===== config.mk =====
export PLATFORM = sky130hd
export DESIGN_NAME = alu_op_sequencer
export DESIGN_NICKNAME = d
export VERILOG_FILES = /design/src/rtl/alu_op_sequencer.sv
export SDC_FILE = /design/constraint.sdc
export NUM_CORES = 1
export LEC_CHECK = 0
export BUFFER_PORTS_ARGS = -buffer_cell sky130_fd_sc_hd__buf_2
export CORE_MARGIN = 8
export CORE_UTILIZATION = 60
export CTS_BUF_LIST = sky130_fd_sc_hd__clkbuf_4 sky130_fd_sc_hd__clkbuf_8
export CTS_CLUSTER_DIAMETER = 200
export CTS_CLUSTER_SIZE = 8
export DETAILED_ROUTE_END_ITERATION = 10
export GPL_ROUTABILITY_DRIVEN = 0
export PLACE_DENSITY = 0.84
export SLEW_MARGIN = 40
export SYNTH_ARGS = -nofsm -noshare
export SYNTH_HDL_FRONTEND = slang
export SYNTH_SLANG_ARGS = --single-unit

===== constraint.sdc =====
create_clock -name clk -period 6.8 [get_ports clk]
set_input_delay 0.34 -clock clk [delete_from_list [all_inputs] [get_ports clk]]
set_output_delay 0.34 -clock clk [all_outputs]
set_load 0.02 [all_outputs]

===== src/rtl/alu_op_sequencer.sv =====
// Multi-cycle sequencer: owns the register file, decodes one instruction at a
// time and drives the shared ALU through IDLE -> READ -> EXEC -> WB.
module alu_op_sequencer #(
  parameter int NUM_REGS = 8,
  parameter int DATA_W   = 8
) (
  input  logic                        clk,
  input  logic                        reset_n,
  input  logic [31:0]                 instr,
  input  logic                        instr_valid,
  output logic                        instr_ready,
  output logic [DATA_W-1:0]           alu_a,
  output logic [DATA_W-1:0]           alu_b,
  output logic [2:0]                  alu_sel,
  input  logic [DATA_W-1:0]           alu_result,
  output logic                        done,
  output logic                        err,
  input  logic [$clog2(NUM_REGS)-1:0] dbg_addr,
  output logic [DATA_W-1:0]           dbg_data
);

  localparam int AW = $clog2(NUM_REGS);

  localparam logic [7:0] OP_LOADI = 8'd0;
  localparam logic [7:0] OP_MOV   = 8'd1;
  localparam logic [7:0] OP_ADD   = 8'd2;
  localparam logic [7:0] OP_SUB   = 8'd3;
  localparam logic [7:0] OP_AND   = 8'd4;
  localparam logic [7:0] OP_OR    = 8'd5;

  localparam logic [2:0] SEL_FWD = 3'd0;
  localparam logic [2:0] SEL_ADD = 3'd1;
  localparam logic [2:0] SEL_AND = 3'd2;
  localparam logic [2:0] SEL_OR  = 3'd3;

  // ERROR is the one-cycle detour that carries the err pulse back to IDLE
  typedef enum logic [2:0] {
    IDLE,
    READ,
    EXEC,
    WB,
    ERROR
  } state_t;

  state_t            state;
  state_t            state_nx;
  logic [31:0]       instr_q;
  logic [DATA_W-1:0] regs [NUM_REGS];
  logic [DATA_W-1:0] result_q;

  logic [7:0]        opcode;
  logic [AW-1:0]     rd;
  logic [AW-1:0]     rs1;
  logic [AW-1:0]     rs2;
  logic [DATA_W-1:0] imm;
  logic              rd_hi;
  logic              rs1_hi;
  logic              rs2_hi;

  logic [DATA_W-1:0] op_a;
  logic [DATA_W-1:0] op_b;
  logic [2:0]        op_sel;
  logic              uses_rs1;
  logic              uses_rs2;
  logic              illegal;

  assign opcode = instr_q[31:24];
  assign rd     = instr_q[16 +: AW];
  assign rs1    = instr_q[8 +: AW];
  assign rs2    = instr_q[0 +: AW];
  assign imm    = DATA_W'(instr_q[7:0]);
  assign rd_hi  = (instr_q[23:16] >> AW) != 8'd0;
  assign rs1_hi = (instr_q[15:8] >> AW) != 8'd0;
  assign rs2_hi = (instr_q[7:0] >> AW) != 8'd0;

  // Operand selection and legality of the latched instruction
  always_comb begin
    op_a     = '0;
    op_b     = '0;
    op_sel   = SEL_FWD;
    uses_rs1 = 1'b0;
    uses_rs2 = 1'b0;
    illegal  = 1'b0;
    case (opcode)
      OP_LOADI: begin
        op_a = imm;
      end
      OP_MOV: begin
        op_a     = regs[rs2];
        uses_rs2 = 1'b1;
      end
      OP_ADD: begin
        op_a     = regs[rs1];
        op_b     = regs[rs2];
        op_sel   = SEL_ADD;
        uses_rs1 = 1'b1;
        uses_rs2 = 1'b1;
      end
      OP_SUB: begin
        op_a     = regs[rs1];
        op_b     = (~regs[rs2]) + DATA_W'(1);
        op_sel   = SEL_ADD;
        uses_rs1 = 1'b1;
        uses_rs2 = 1'b1;
      end
      OP_AND: begin
        op_a     = regs[rs1];
        op_b     = regs[rs2];
        op_sel   = SEL_AND;
        uses_rs1 = 1'b1;
        uses_rs2 = 1'b1;
      end
      OP_OR: begin
        op_a     = regs[rs1];
        op_b     = regs[rs2];
        op_sel   = SEL_OR;
        uses_rs1 = 1'b1;
        uses_rs2 = 1'b1;
      end
      default: begin
        illegal = 1'b1;
      end
    endcase
    if (rd_hi || (uses_rs1 && rs1_hi) || (uses_rs2 && rs2_hi)) begin
      illegal = 1'b1;
    end
  end

  always_ff @(posedge clk or negedge reset_n) begin
    if (!reset_n) begin
      state <= IDLE;
    end else begin
      state <= state_nx;
    end
  end

  always_comb begin
    state_nx    = state;
    instr_ready = 1'b0;
    done        = 1'b0;
    err         = 1'b0;
    case (state)
      IDLE: begin
        instr_ready = 1'b1;
        if (instr_valid) begin
          state_nx = READ;
        end
      end
      READ: begin
        state_nx = illegal ? ERROR : EXEC;
      end
      EXEC: begin
        state_nx = WB;
      end
      WB: begin
        done     = 1'b1;
        state_nx = IDLE;
      end
      ERROR: begin
        err      = 1'b1;
        state_nx = IDLE;
      end
      default: begin
        state_nx = IDLE;
      end
    endcase
  end

  always_ff @(posedge clk or negedge reset_n) begin
    if (!reset_n) begin
      instr_q <= '0;
    end else if (state == IDLE && instr_valid) begin
      instr_q <= instr;
    end
  end

  // ALU inputs only change on a legal decode, so they hold across errors and idle
  always_ff @(posedge clk or negedge reset_n) begin
    if (!reset_n) begin
      alu_a   <= '0;
      alu_b   <= '0;
      alu_sel <= SEL_FWD;
    end else if (state == READ && !illegal) begin
      alu_a   <= op_a;
      alu_b   <= op_b;
      alu_sel <= op_sel;
    end
  end

  always_ff @(posedge clk or negedge reset_n) begin
    if (!reset_n) begin
      result_q <= '0;
    end else if (state == EXEC) begin
      result_q <= alu_result;
    end
  end

  always_ff @(posedge clk or negedge reset_n) begin
    if (!reset_n) begin
      for (int i = 0; i < NUM_REGS; i++) begin
        regs[i] <= '0;
      end
    end else if (state == WB) begin
      regs[rd] <= result_q;
    end
  end

  assign dbg_data = regs[dbg_addr];

endmodule


# Word-level counts from Yosys, hierarchy flattened
# Index checks and enable logic that the tools add are counted.
[totals]
input_bits = 46
ram_bits = 0
romBits = 0
reg_bits = 126
out_inout_bits = 30
wordCells = 78
latch_bits = 0
memories = 0
[classes]
n_mul = 0
add_sub_neg = 1
eq_ne = 10
bitwise_logic = 5
reduce_logical = 18
div_mod_pow = 0
magnitude_cmp = 5
mux = 25
shift = 0
[ops]
columns = ["operator", "n"]
rows = [
  ["$bmux 8 s3", 3],
  ["$bwmux 64", 1],
  ["$mux 8", 7],
  ["$demux 8 s3", 1],
  ["$pmux 8 s3", 1],
  ["$reduce_bool 8->1", 3],
  ["$eq 8x2->1 const B", 2],
  ["$eq 8x3->1 const B", 2],
  ["$ge 4x4->1 const B", 4],
  ["$not 3->4", 4],
  ["$pmux 8 s2", 1],
  ["$pmux 3 s3", 1],
  ["$add 8x1->8 const B", 1],
  ["$eq 8x1->1 const B", 1],
  ["$logic_not 8->1", 1],
  ["$not 8->8", 1],
  ["$mux 1", 7],
  ["$eq 3x2->1 const B", 2],
  ["$mux 3", 2],
  ["$pmux 2 s3", 1],
  ["$reduce_or 6->1", 1],
  ["$logic_and 1x1->1", 5],
  ["$reduce_or 5->1", 1],
  ["$lt 4x1->1 const B", 1],
  ["other kinds (9)", 10],
]

# Depth between registers and ports, before layout
[logic_depth]
depth_word = 9
depth_mapped = 9
mapped_depth_nobuf = 7

# Worst setup path before layout
# OpenSTA, ideal clock, no wires.
[synth_path]
path_type = "input port to output port"
start = "input port dbg_addr[0]"
end = "output port dbg_data[0]"
path_stages = 4
slack_ns = 4.318
path_buffers = 2
t_arrival_ns = 2.142
t_required_ns = 6.460
path_cell_list = "clkbuf_1 > buf_1 > mux4_2 > mux2_2"
[synth_between]
elab_chain_cells = 4
[synth_rtl]
columns = ["element", "line", "text"]
rows = [
  ["start: declaration", "18", "input logic [$clog2(NUM_REGS)-1:0] dbg_addr,"],
  ["$not 3->4 (implied by the code)", "208", "assign dbg_data = regs[dbg_addr];"],
  ["$bmux 8 s3", "208", ""],
  ["$mux 8 (implied by the code) (2 in series)", "208", ""],
  ["end: declaration", "19", "output logic [DATA_W-1:0] dbg_data"],
]
# Every way passes these cells. The select of a mux whose other input is x is not followed.

# Worst setup path after layout
[layout_path]
start = "register instr_q[0]"
end = "register alu_b[5]"
[layout_between]
elab_chain_cells = 7
[layout_rtl]
columns = ["element", "line", "text"]
rows = [
  ["start: declaration", "47", "logic [31:0] instr_q;"],
  ["start signal: assignment", "173", "instr_q <= instr;"],
  ["$not 3->4 (implied by the code) *", "-", ""],
  ["$bmux 8 s3 *", "-", ""],
  ["$mux 8 (implied by the code) * (2 in series)", "-", ""],
  ["$not 8->8", "101", "op_b = (~regs[rs2]) + DATA_W'(1);"],
  ["$add 8x1->8", "101", ""],
  ["$pmux 8 s2 *", "84", "case (opcode)"],
  ["end signal: assignment", "185", "alu_b <= op_b;"],
  ["end: declaration", "13", "output logic [DATA_W-1:0] alu_b,"],
]
# Mark *: on every way between the ends. The rest lies on a longest branch, timed or not. The select of a mux whose other input is x is not followed.
# A chain may end at the register's enable or synchronous reset.

==> run_results.csv <==
group,metric,value,unit
critical_path,worstReg2RegStart,"instr_q[0]",
detailed_routing,wl_per_cell,23.1,um
sta,setup_viol,0,
floorplanning,die_h,121,um
synth,synthTopCellsByArea,"dfrtp_1 47%, mux2_2 19%, mux4_2 14%, mux4_1 2.8%, mux2i_1 2.0%",
detailed_routing,detail_route.iter0.violations,435,
global_route,grt_most_used_layer,"met2",
critical_path,cp-start-kind,"register",
critical_path,cp.arrival,3.21,ns
clock_network,post_cts_resized,0,
critical_path,critPathMaxFanout,13,
cells_and_area,num_antenna_cells,0,
worst_hold_path,worstHoldStart,"instr[5]",
global_route,first_global_vias,4735,
sta,period_share,0.417,
global_route,grtUsageMet2,0.370,
floorplanning,die_w,121,um
synth,syn_inst,460,
critical_path,timing.rr.end,"alu_b[5]",
critical_path,crit_type,"register to register",
floorplanning,io_pins,76,
sta,worst_slew_pin_slew,0.783,ns
placed_design,dp_cells,650,
floorplanning,start_util,0.613,
detailed_routing,drc,0,
synth,yosysTopAreaCellShare,0.470,
placed_design,dpl.hpwl,10.6,mm
sta,rsz0062_at_grt,"no",
cells_and_area,final_cells,683,
global_route,grt_overflow_total,0,
synth,synth-edff-count,0,
clock_network,cts_buffers,17,
detailed_routing,drt_wl_total,15.8,mm
floorplanning,rows,38,
clock_network,cts.path.max_buffers,2,
global_route,grt_usage,0.227,
critical_path,r2r_slack,3.97,ns
clock_network,clk_pin_slew,0.08,ns
placed_design,io_buffers,74,
critical_path,reg2reg_depth,6,
synth,synth.largest_area_cell,"dfrtp_1",
global_route,use_met3,0.0619,
synth,async_flop_share,1.00,
clock_network,numClockSinks,125,
worst_hold_path,hold_class,"input port to register",
global_route,grt_pass1_wl,25.8,mm
synth,post-synth-top-count-cell,"dfrtp_1",
sta,finClkSkew,0.0147,ns
synth,ys_types,55,
synth,ys_ff_latch,125,
sta,slew_headroom,0.478,
synth,avgSynthCellArea,14.5,um2
worst_hold_path,min_to,"instr_q[5]",
sta,fmax,0.353,GHz
cells_and_area,synthToLayoutAreaGrowth,13.5,%
global_route,met1_usage,0.278,
synth,yosys_warnings,0,
sta,slew_violations,0,
detailed_routing,num_vias,4489,
cells_and_area,fin_nets,577,
synth,netlist_top_cells_count,"125 x dfrtp_1, 115 x mux2_2, 41 x mux4_2",
status,outcome,"finished, final reports clean",
floorplanning,die_area,14700,um2
clock_network,cts-root-buf,"clkbuf_8",
detailed_routing,drt_first_pass_iters,5,
detailed_routing,drtAntennaViolNets,0,
power_and_ir_drop,power_density,267,nW/um2
clock_network,cts_tree,"yes",
power_and_ir_drop,p_leak,3.50,nW
cells_and_area,drive_gt1_frac,0.521,
global_route,grt_max_degree,89,
critical_path,worstSetupEndpointType,"register",
global_route,antenna_found_initial,0,
sta,setup_tns,0,ns
detailed_routing,via_per_inst,6.57,
synth,ys_seq_area_frac,0.470,
power_and_ir_drop,ir_drop,0.000188,V
sta,hold_viol,0,
synth,synth_area,6650,um2
synth,synth_ff_type,"dfrtp_1",
critical_path,worstPathRequired,7.18,ns
sta,finalCriticalPeriod,2.83,ns
synth,syn_nets,507,
clock_network,insertion_delay,0.46,ns
worst_hold_path,whs_path_depth,2,
clock_network,h-tree-depth,4,
floorplanning,fp.coreArea,10800,um2
run,drv_cap,0,
what timing repair did:
item	4_1_cts	5_1_grt
endpoints found under the hold margin	37	0
buffers inserted	0	0
hold buffers	1	0
sequential cells by signal, summed over array words and instances (netlist names):
register / cells
alu_a: 8
alu_b: 8
alu_sel: 2
instr_q: 32
regs: 64
result_q: 8
state: 3
per-stage QoR:
step	setup WS, ns	hold slack (ns)	util	area (um2)	power (mW)
6_report	3.97	0.110	0.696	7550	2.02
5_1_grt	3.79	0.102	0.696	7550	2.11
4_1_cts	3.86	0.0930	0.696	7550	2.03
3_5_place_dp	3.91	0.330	0.654	7090	1.31
3_3_place_gp	4.04	0.327	0.652	7070	1.28
2_1_floorplan	4.32	0.0444	-	6650	1.22
worst max-delay path by stage:
stage / start / end / slack (ns) / depth (start not counted)
after global routing: instr_q[1] / alu_b[6] / 3.79 / 7
final: instr_q[0] / alu_b[5] / 3.97 / 6
after detailed placement: instr_q[1] / alu_b[6] / 3.91 / 7
after floorplan: dbg_addr[0] / dbg_data[0] / 4.32 / 4
after global placement: instr_q[1] / alu_b[7] / 4.04 / 6
after CTS: instr_q[1] / alu_b[6] / 3.86 / 7
cell usage in the layout (no fill, tap or decap), drive strengths merged, types with 2 or more instances in the layout:
cell    instances
xnor2           2
o221ai          2
clkinv          3
o21ai           6
and3            3
nor2           33
nor3            3
dfrtp         125
nor4            3
bufinv          3
mux2          117
buf            78
clkbuf         27
a221oi          6
mux2i          13
or3             2
nor3b           4
mux4           48
nor2b           4
nand2          10
a21oi          14
o31ai           3
and2            2
nor4b           3
nand3b          2
inv             2
a31oi           2
or4             4
nand3           4
critical path: stages, from the launching register on:
cell and delay (ns):
dfrtp_1 0.78, mux4_1 0.63, mux2_2 0.35, or3_4 0.43, nor4b_1 0.35, a21oi_1 0.09, a21oi_1 0.13
per-layer routing:
layer,wire length [um],up-vias
met5,0,-
li1,-,1927
met1,6240,2319
met2,7890,210
met4,394,0
met3,1230,33
power by group:
part           internal, mW  leakage, nW  switching [mW]
clock                 0.432        0.233           0.287
combinational         0.183         1.62           0.113
sequential            0.831         1.64           0.173
total                  1.45         3.50           0.572
layout make-up:
class / count / area (um2)
Clock buffer: 26 / 339
Multi-Input combinational cell: 304 / 3370
Fill cell: 724 / 3290
Clock inverter: 6 / 105
Tap cell: 140 / 175
Sequential cell: 125 / 3130
Inverter: 2 / 7.51
Timing Repair Buffer: 80 / 427
logic make-up after synthesis:
group | share of synthesized area
simple gates | 0.0724
fa+ha+maj | 0.00188
other cells | 0.000564
flops | 0.470
buf+inv | 0.0256
compound gates | 0.0410
xor+xnor | 0.00264
mux | 0.385
Note: power is estimated with default switching activity, not from simulation.
